File: src/rtl/mem_wb_stage.sv
// MEM/WB pipeline register with load-data formatting, writeback source select,
// a saturating retired-instruction counter and a sticky halt flag.
module mem_wb_stage #(
    parameter logic [31:0] RESET_PC = 32'h0000_0000,
    parameter int          CNT_W    = 32
) (
    input  logic             clk,
    input  logic             rst_n,
    input  logic             stall,
    input  logic             flush,
    input  logic             in_valid,
    input  logic [31:0]      in_pc,
    input  logic [31:0]      in_alu_result,
    input  logic [31:0]      in_mem_rdata,
    input  logic [1:0]       in_wb_sel,
    input  logic [2:0]       in_load_type,
    input  logic             in_reg_we,
    input  logic [4:0]       in_wr_num,
    input  logic             in_halt,
    output logic [4:0]       wb_num,
    output logic [31:0]      wb_data,
    output logic             wb_we,
    output logic [31:0]      wb_pc,
    output logic             wb_valid,
    output logic             misalign_err,
    output logic             halted,
    output logic [CNT_W-1:0] retired_count
);

    // No valid/ready handshake: stall freezes the stage, flush inserts a bubble
    // and wins over stall, otherwise the stage captures on every posedge.

    localparam logic [1:0] SEL_LOAD = 2'd1;
    localparam logic [1:0] SEL_LINK = 2'd2;
    localparam logic [2:0] LT_LB    = 3'd1;
    localparam logic [2:0] LT_LBU   = 3'd2;
    localparam logic [2:0] LT_LH    = 3'd3;
    localparam logic [2:0] LT_LHU   = 3'd4;
    localparam logic [CNT_W-1:0] CNT_MAX = {CNT_W{1'b1}};

    logic        ev;
    logic [1:0]  off;
    logic [7:0]  ld_byte;
    logic [15:0] ld_half;
    logic [31:0] ld_data;
    logic        align_bad;
    logic        misaligned;
    logic [31:0] link_data;
    logic [31:0] wr_data;
    logic        wr_en;

    assign ev        = in_valid & ~halted;
    assign off       = in_alu_result[1:0];
    assign link_data = in_pc + 32'd4;

    // Little-endian lane select: offset 0 is bits 7:0.
    always_comb begin
        ld_byte = in_mem_rdata[7:0];
        case (off)
            2'd0: ld_byte = in_mem_rdata[7:0];
            2'd1: ld_byte = in_mem_rdata[15:8];
            2'd2: ld_byte = in_mem_rdata[23:16];
            2'd3: ld_byte = in_mem_rdata[31:24];
            default: ld_byte = in_mem_rdata[7:0];
        endcase
        ld_half = in_alu_result[1] ? in_mem_rdata[31:16] : in_mem_rdata[15:0];
    end

    // Unknown load types fall through to the word path.
    always_comb begin
        ld_data   = in_mem_rdata;
        align_bad = (off != 2'd0);
        case (in_load_type)
            LT_LB: begin
                ld_data   = {{24{ld_byte[7]}}, ld_byte};
                align_bad = 1'b0;
            end
            LT_LBU: begin
                ld_data   = {24'h0, ld_byte};
                align_bad = 1'b0;
            end
            LT_LH: begin
                ld_data   = {{16{ld_half[15]}}, ld_half};
                align_bad = off[0];
            end
            LT_LHU: begin
                ld_data   = {16'h0, ld_half};
                align_bad = off[0];
            end
            default: begin
                ld_data   = in_mem_rdata;
                align_bad = (off != 2'd0);
            end
        endcase
    end

    assign misaligned = ev & in_reg_we & (in_wb_sel == SEL_LOAD) & align_bad;

    always_comb begin
        case (in_wb_sel)
            SEL_LOAD: wr_data = ld_data;
            SEL_LINK: wr_data = link_data;
            default:  wr_data = in_alu_result;
        endcase
    end

    assign wr_en = ev & in_reg_we & (in_wr_num != 5'd0) & ~misaligned;

    always_ff @(posedge clk or negedge rst_n) begin
        if (!rst_n) begin
            wb_num        <= 5'd0;
            wb_data       <= 32'd0;
            wb_we         <= 1'b0;
            wb_pc         <= RESET_PC;
            wb_valid      <= 1'b0;
            misalign_err  <= 1'b0;
            halted        <= 1'b0;
            retired_count <= '0;
        end else if (flush) begin
            wb_valid     <= 1'b0;
            wb_we        <= 1'b0;
            misalign_err <= 1'b0;
        end else if (stall) begin
            // The error is a pulse, so it must not persist across a stall.
            misalign_err <= 1'b0;
        end else begin
            wb_num       <= in_wr_num;
            wb_data      <= wr_data;
            wb_pc        <= in_pc;
            wb_valid     <= ev;
            wb_we        <= wr_en;
            misalign_err <= misaligned;
            if (ev && (retired_count != CNT_MAX)) begin
                retired_count <= retired_count + 1'b1;
            end
            if (ev && in_halt) begin
                halted <= 1'b1;
            end
        end
    end

endmodule

File: config.mk
export PLATFORM = sky130hd
export DESIGN_NAME = mem_wb_stage
export DESIGN_NICKNAME = d
export VERILOG_FILES = /design/src/rtl/mem_wb_stage.sv
export SDC_FILE = /design/constraint.sdc
export NUM_CORES = 1
export LEC_CHECK = 0
export CAP_MARGIN = 20
export CORE_AREA = 2 2 126 128
export DETAILED_ROUTE_END_ITERATION = 8
export DIE_AREA = 0 0 128 130
export PLACE_DENSITY = 0.77
export REMOVE_ABC_BUFFERS = 1
export SYNTH_ARGS = -nofsm -noshare
export SYNTH_HDL_FRONTEND = slang
export SYNTH_SLANG_ARGS = --single-unit
File: constraint.sdc
create_clock -name clk -period 1.7 [get_ports clk]
set_input_delay 0.255 -clock clk [delete_from_list [all_inputs] [get_ports clk]]
set_output_delay 0.255 -clock clk [all_outputs]
set_load 0.02 [all_outputs]
### Word level (Yosys, flattened, before mapping)

Cells that the tools add are included.

* memory bits (writable): 0
* memories: 0
* bits in registers: 105
* memory bits (read-only): 0
* output and inout port bits: 105
* bits in latches: 0
* input port bits: 113
* logic and storage cells: 52

* order comparisons: 0
* multipliers: 0
* reductions and logical operators: 10
* div/mod/pow operators: 0
* muxes and demuxes: 11
* bitwise operators: 10
* equality and inequality tests: 11
* shifts and indexed selects: 0
* $add $sub $neg: 2

Operators by type and width (count)
* $pmux W32 S4: 1
* $pmux W32 S2: 1
* $add A32 B1 Y32 const B: 1
* $add A32 B3 Y32 const B: 1
* $ne A32 B32 Y1 const B: 1
* $pmux W8 S4: 1
* $mux W16: 1
* $and A1 B1 Y1: 6
* $eq A2 B2 Y1 const B: 3
* $eq A3 B2 Y1 const B: 2
* $mux W1: 6
* $reduce_and A3 Y1: 2
* $reduce_bool A5 Y1: 1
* $eq A2 B1 Y1 const B: 2
* $not A1 Y1: 4
* $reduce_or A2 Y1: 2
* $eq A3 B1 Y1 const B: 1
* $eq A3 B3 Y1 const B: 1
* $logic_and A1 B1 Y1: 2
* $logic_not A2 Y1: 1
* $ne A2 B1 Y1 const B: 1
* $pmux W1 S2: 1
* $reduce_and A2 Y1: 1
* $reduce_bool A2 Y1: 1

### Longest topological paths before layout

* depth after elaboration: 9
* gate-level depth with buffers: 8
* mapped depth without buffers: 7

### Least setup slack after synthesis

Ideal clock, no wire load.

* path kind: reg2reg
* from: reg retired_count[20]
* to: reg retired_count[29]
* period minus slack after synthesis: 1907 ps
* data arrival time: 1777 ps
* setup slack: -207 ps
* setup time: 130 ps
* cell stages (with the launch flop): 6
* required time: 1570 ps
* buffers on the path: 0
* cells stage by stage: dfrtp_1 > nand3_2 > or4_1 > a211oi_2 > nand4_1 > xnor2_1

* word-level cells in the longest chain between the ends: 3
* elaborated cells between the ends (all ways): 4
* those cells by class: add/sub: 1; eq/ne: 1; reduce/logical: 2

RTL lines
* start: declaration: RTL line 27 `output logic [CNT_W-1:0] retired_count`
* start signal: assignment: RTL line 134 `retired_count <= retired_count + 1'b1;`
* parallel branches: the longest is 3 deep, another holds $add A32 B1 Y32

Parallel ways; which one is timed is not known.
A chain may end at the register's enable or synchronous reset.

### Worst setup path in the final report

* from: reg retired_count[19]
* to: reg retired_count[29]

The elaborated chain is that of the path after synthesis.

==> run metrics <==
result of the run finished with violations; failing checks setup timing; worst-case headroom to the max-slew limit 70.15%; CTS Root Cell sky130_fd_sc_hd__clkbuf_16; part of the power in the clock network 28.2%; Worst Hold Class input pin to flop; aggregate negative setup slack -503.2 ps; critical path startpoint category flop; antenna viol nets, final 0; starting density of the core 41.16%; Hold Vio Cnt, Final 0; detailed-routing iteration count for the pre-antenna-repair pass 6; number of maximum-capacitance violations 0; register-to-register setup slack -90 ps; leakage power of the design 5.166 nW; share of flip-flops with an asynchronous set or reset after synthesis 100.0%; final setup violating endpoints 8; post-synthesis xor/xnor area fraction 6.760%; DRT iter0 DRCs 644; pin count of the biggest net entering global routing 39; main flop type after synthesis sky130_fd_sc_hd__dfrtp_1; Reg clk slew, reported paths 80 ps; switching portion of total power 32.78%; DR DRC count 0; Net Sw Power 2.687 mW; clock latency of the later-clocked register in the worst-skew pair 360 ps; vias per std cell 5.771; number of buffers added by the clock tree synthesis step 9; power density relative to cell area 747.0 nW/um2; end point of the worst hold path wb_pc[3]; gpl congestion 0.9272; launch instance of the worst min-delay path in_pc[3]; worst-case setup slack after placement -820.5 ps; first-pass GRT wire length 40.18 mm; detailed-route via count 7600; largest cells by area after synthesis sky130_fd_sc_hd__dfrtp_1 41%, sky130_fd_sc_hd__nand2_1 7.9%, sky130_fd_sc_hd__xnor2_1 4.8%, sky130_fd_sc_hd__o21ai_0 3.7%, sky130_fd_sc_hd__a21oi_1 3.2%; Syn-to-layout area delta 72.88%; final cycle utilization of the critical path 105.5%; total design power 8.199 mW; post-synthesis adder-cell area fraction 0.7883%; buffer depth of the longest clock path 2; Least-Margin Pin Slew 447.7 ps; Die ar. 16640 um2; commonest cells in the synthesized netlist 134 x sky130_fd_sc_hd__nand2_1, 105 x sky130_fd_sc_hd__dfrtp_1, 47 x sky130_fd_sc_hd__o21ai_0; antenna violations before repair 4; PnR worst setup slack -93.97 ps; Tot GR Track Use 31.07%; Post-Route Skew 8.170 ps; cell count after placement 1264; count of standard-cell rows 46; Seq/Total Area, Yosys 41.39%; element type at the critical path end flop; RSZ-0062 raised after global routing true; Warnings, synthesis 0; Unique masters post-synth 67; Chip Height 130 um; Detailed Route WL 26.67 mm; Worst Path Arrival 2040 ps; most frequent cell after synthesis sky130_fd_sc_hd__nand2_1; post-route insts no fill 1317; Logic pwr share 35.1%; number of levels in the clock H-tree 3; synthesized flop and latch total 105; final HPWL from detailed placement 18.81 mm; startpoint of the worst register-to-register path retired_count[19]; TritonCTS clock tree done; layout cell share with drive strength beyond 1 27.83%; port bufs 217; combinational family with the most area after synthesis simple AND/OR/NAND/NOR gates; simple-gate share of the synthesized area 28.52%; Critical Path RT 1940 ps; worst-path fanout max 5; Core ar. 15420 um2; worst hold stages 4; share of the synthesized area in the top cell type 41.39%; largest area contributor in the netlist sky130_fd_sc_hd__dfrtp_1; total number of nets in the final design 1233; Avg Cell Area, Syn 8.673 um2; Hold Worst Slack 259.1 ps; portion of netlist area occupied by mux cells 2.661%; Slew Viols, Final 0; Peak VDD IR 0.5220 mV; share of the synthesized area in compound gates (AO/OA/AOI/OAI) 15.65%; R2R Path End retired_count[29]; final standard cell utilization of the core 71.16%; overflow left after global routing 0; WL per Instance 20.25 um; final instance area 10980 um2; upper clock frequency limit 557.4 MHz; Clock Sinks 105; num ports 218; critical path start-end classification flop to flop; Die X 128 um; cells after synthesis 732; share of total power in sequential cells 36.7%; number of global-route vias before repair 7659; worst reg2reg path depth 6; Post-Syn Area 6349 um2; number of enable flip-flop cells after synthesis 0; internal power 5.511 mW; post-placement cell area 9883 um2; final period demand of the worst path 1794 ps
==> cells by family after synthesis <==
group / after synthesis
AOI/OAI and AO/OA: 159
and+or+nand+nor: 335
adders and majority gates: 4
DFF: 105
buffers and inverters: 65
xor gates and xnor gates: 49
muxes: 15
==> timing repair <==
item	4_1_cts	5_1_grt
setup buffers	16	13
hold buffers	1	0
resized for setup	97	82
gates cloned	2	1
setup endpoints to repair	61	78
pin swaps	45	34
endpoints found under the hold margin	21	0
==> how the worst max path moves through the flow <==
stage | start | end | slack, ps | depth (start not counted)
after floorplan | stall | retired_count[1] | -1740 | 4
after global placement | in_alu_result[0] | wb_data[30] | -700 | 6
after detailed placement | in_alu_result[0] | wb_data[24] | -820 | 6
after CTS | halted | retired_count[24] | -60 | 6
after global routing | retired_count[12] | retired_count[29] | -190 | 6
final | retired_count[19] | retired_count[29] | -90 | 6
==> state kept, by name, indices dropped and copies added (netlist names) <==
register / flops
wb_num: 5
wb_pc: 32
halted: 1
wb_data: 32
retired_count: 32
misalign_err: 1
wb_we: 1
wb_valid: 1
==> critical path, cell delays in order, from the launching register on <==
cell                       delay (ps)
sky130_fd_sc_hd__dfrtp_1          390
sky130_fd_sc_hd__nand2_1          130
sky130_fd_sc_hd__or4_4            550
sky130_fd_sc_hd__a211oi_2         200
sky130_fd_sc_hd__buf_4            170
sky130_fd_sc_hd__nand4_1          100
sky130_fd_sc_hd__xnor2_1          140
==> layout make-up <==
type / instances / area [um2]
clock buffer: 9 / 225.2
timing repair buffer: 417 / 3805
clock inverter: 7 / 92.59
fill: 1122 / 4449
multi-input combinational: 563 / 3900
sequential: 105 / 2628
tap: 192 / 240.2
inverter: 20 / 75.07
antenna: 4 / 10.01
==> power groups by stage <==
stage / clock network (mW) / logic [mW] / registers, mW
2_1_floorplan: 0 / 0.643 / 3.41
3_3_place_gp: 0 / 2.62 / 3.04
3_5_place_dp: 0 / 2.66 / 3.04
4_1_cts: 2.32 / 2.76 / 3.00
5_1_grt: 2.44 / 3.05 / 3.04
6_report: 2.31 / 2.88 / 3.01
==> layout by cell type, fill, tap and decap left out, types with 5 or more instances in the layout <==
cell type and count:
sky130_fd_sc_hd__nand3b_1 23, sky130_fd_sc_hd__mux2i_1 9, sky130_fd_sc_hd__buf_12 7, sky130_fd_sc_hd__nand2b_1 18, sky130_fd_sc_hd__inv_1 20, sky130_fd_sc_hd__dlygate4sd2_1 31
sky130_fd_sc_hd__nor2_1 19, sky130_fd_sc_hd__and3_1 11, sky130_fd_sc_hd__and2_1 6, sky130_fd_sc_hd__o22ai_1 13, sky130_fd_sc_hd__xor2_1 12, sky130_fd_sc_hd__o21ai_1 5
sky130_fd_sc_hd__clkdlybuf4s50_1 151, sky130_fd_sc_hd__nand4_1 22, sky130_fd_sc_hd__o21ai_0 40, sky130_fd_sc_hd__dlymetal6s2s_1 25, sky130_fd_sc_hd__nor2b_1 8, sky130_fd_sc_hd__nand3_2 9
sky130_fd_sc_hd__nor3_1 7, sky130_fd_sc_hd__dfrtp_1 105, sky130_fd_sc_hd__xnor2_1 34, sky130_fd_sc_hd__a31oi_1 13, sky130_fd_sc_hd__clkbuf_2 5, sky130_fd_sc_hd__buf_4 188
sky130_fd_sc_hd__nor4_1 7, sky130_fd_sc_hd__a21oi_1 38, sky130_fd_sc_hd__clkbuf_16 9, sky130_fd_sc_hd__nand2_1 130, sky130_fd_sc_hd__o221ai_1 6, sky130_fd_sc_hd__nand3_1 21
==> per-layer routing <==
layer,global-route usage (%),part of all wire (%),up-vias
met3,7.216,8.4,99
met4,15.13,4.9,0
li1,-,-,3398
met1,39.31,40,3666
met2,50.52,47,437
met5,0,0,-
Power figures use the tool's default switching activity.
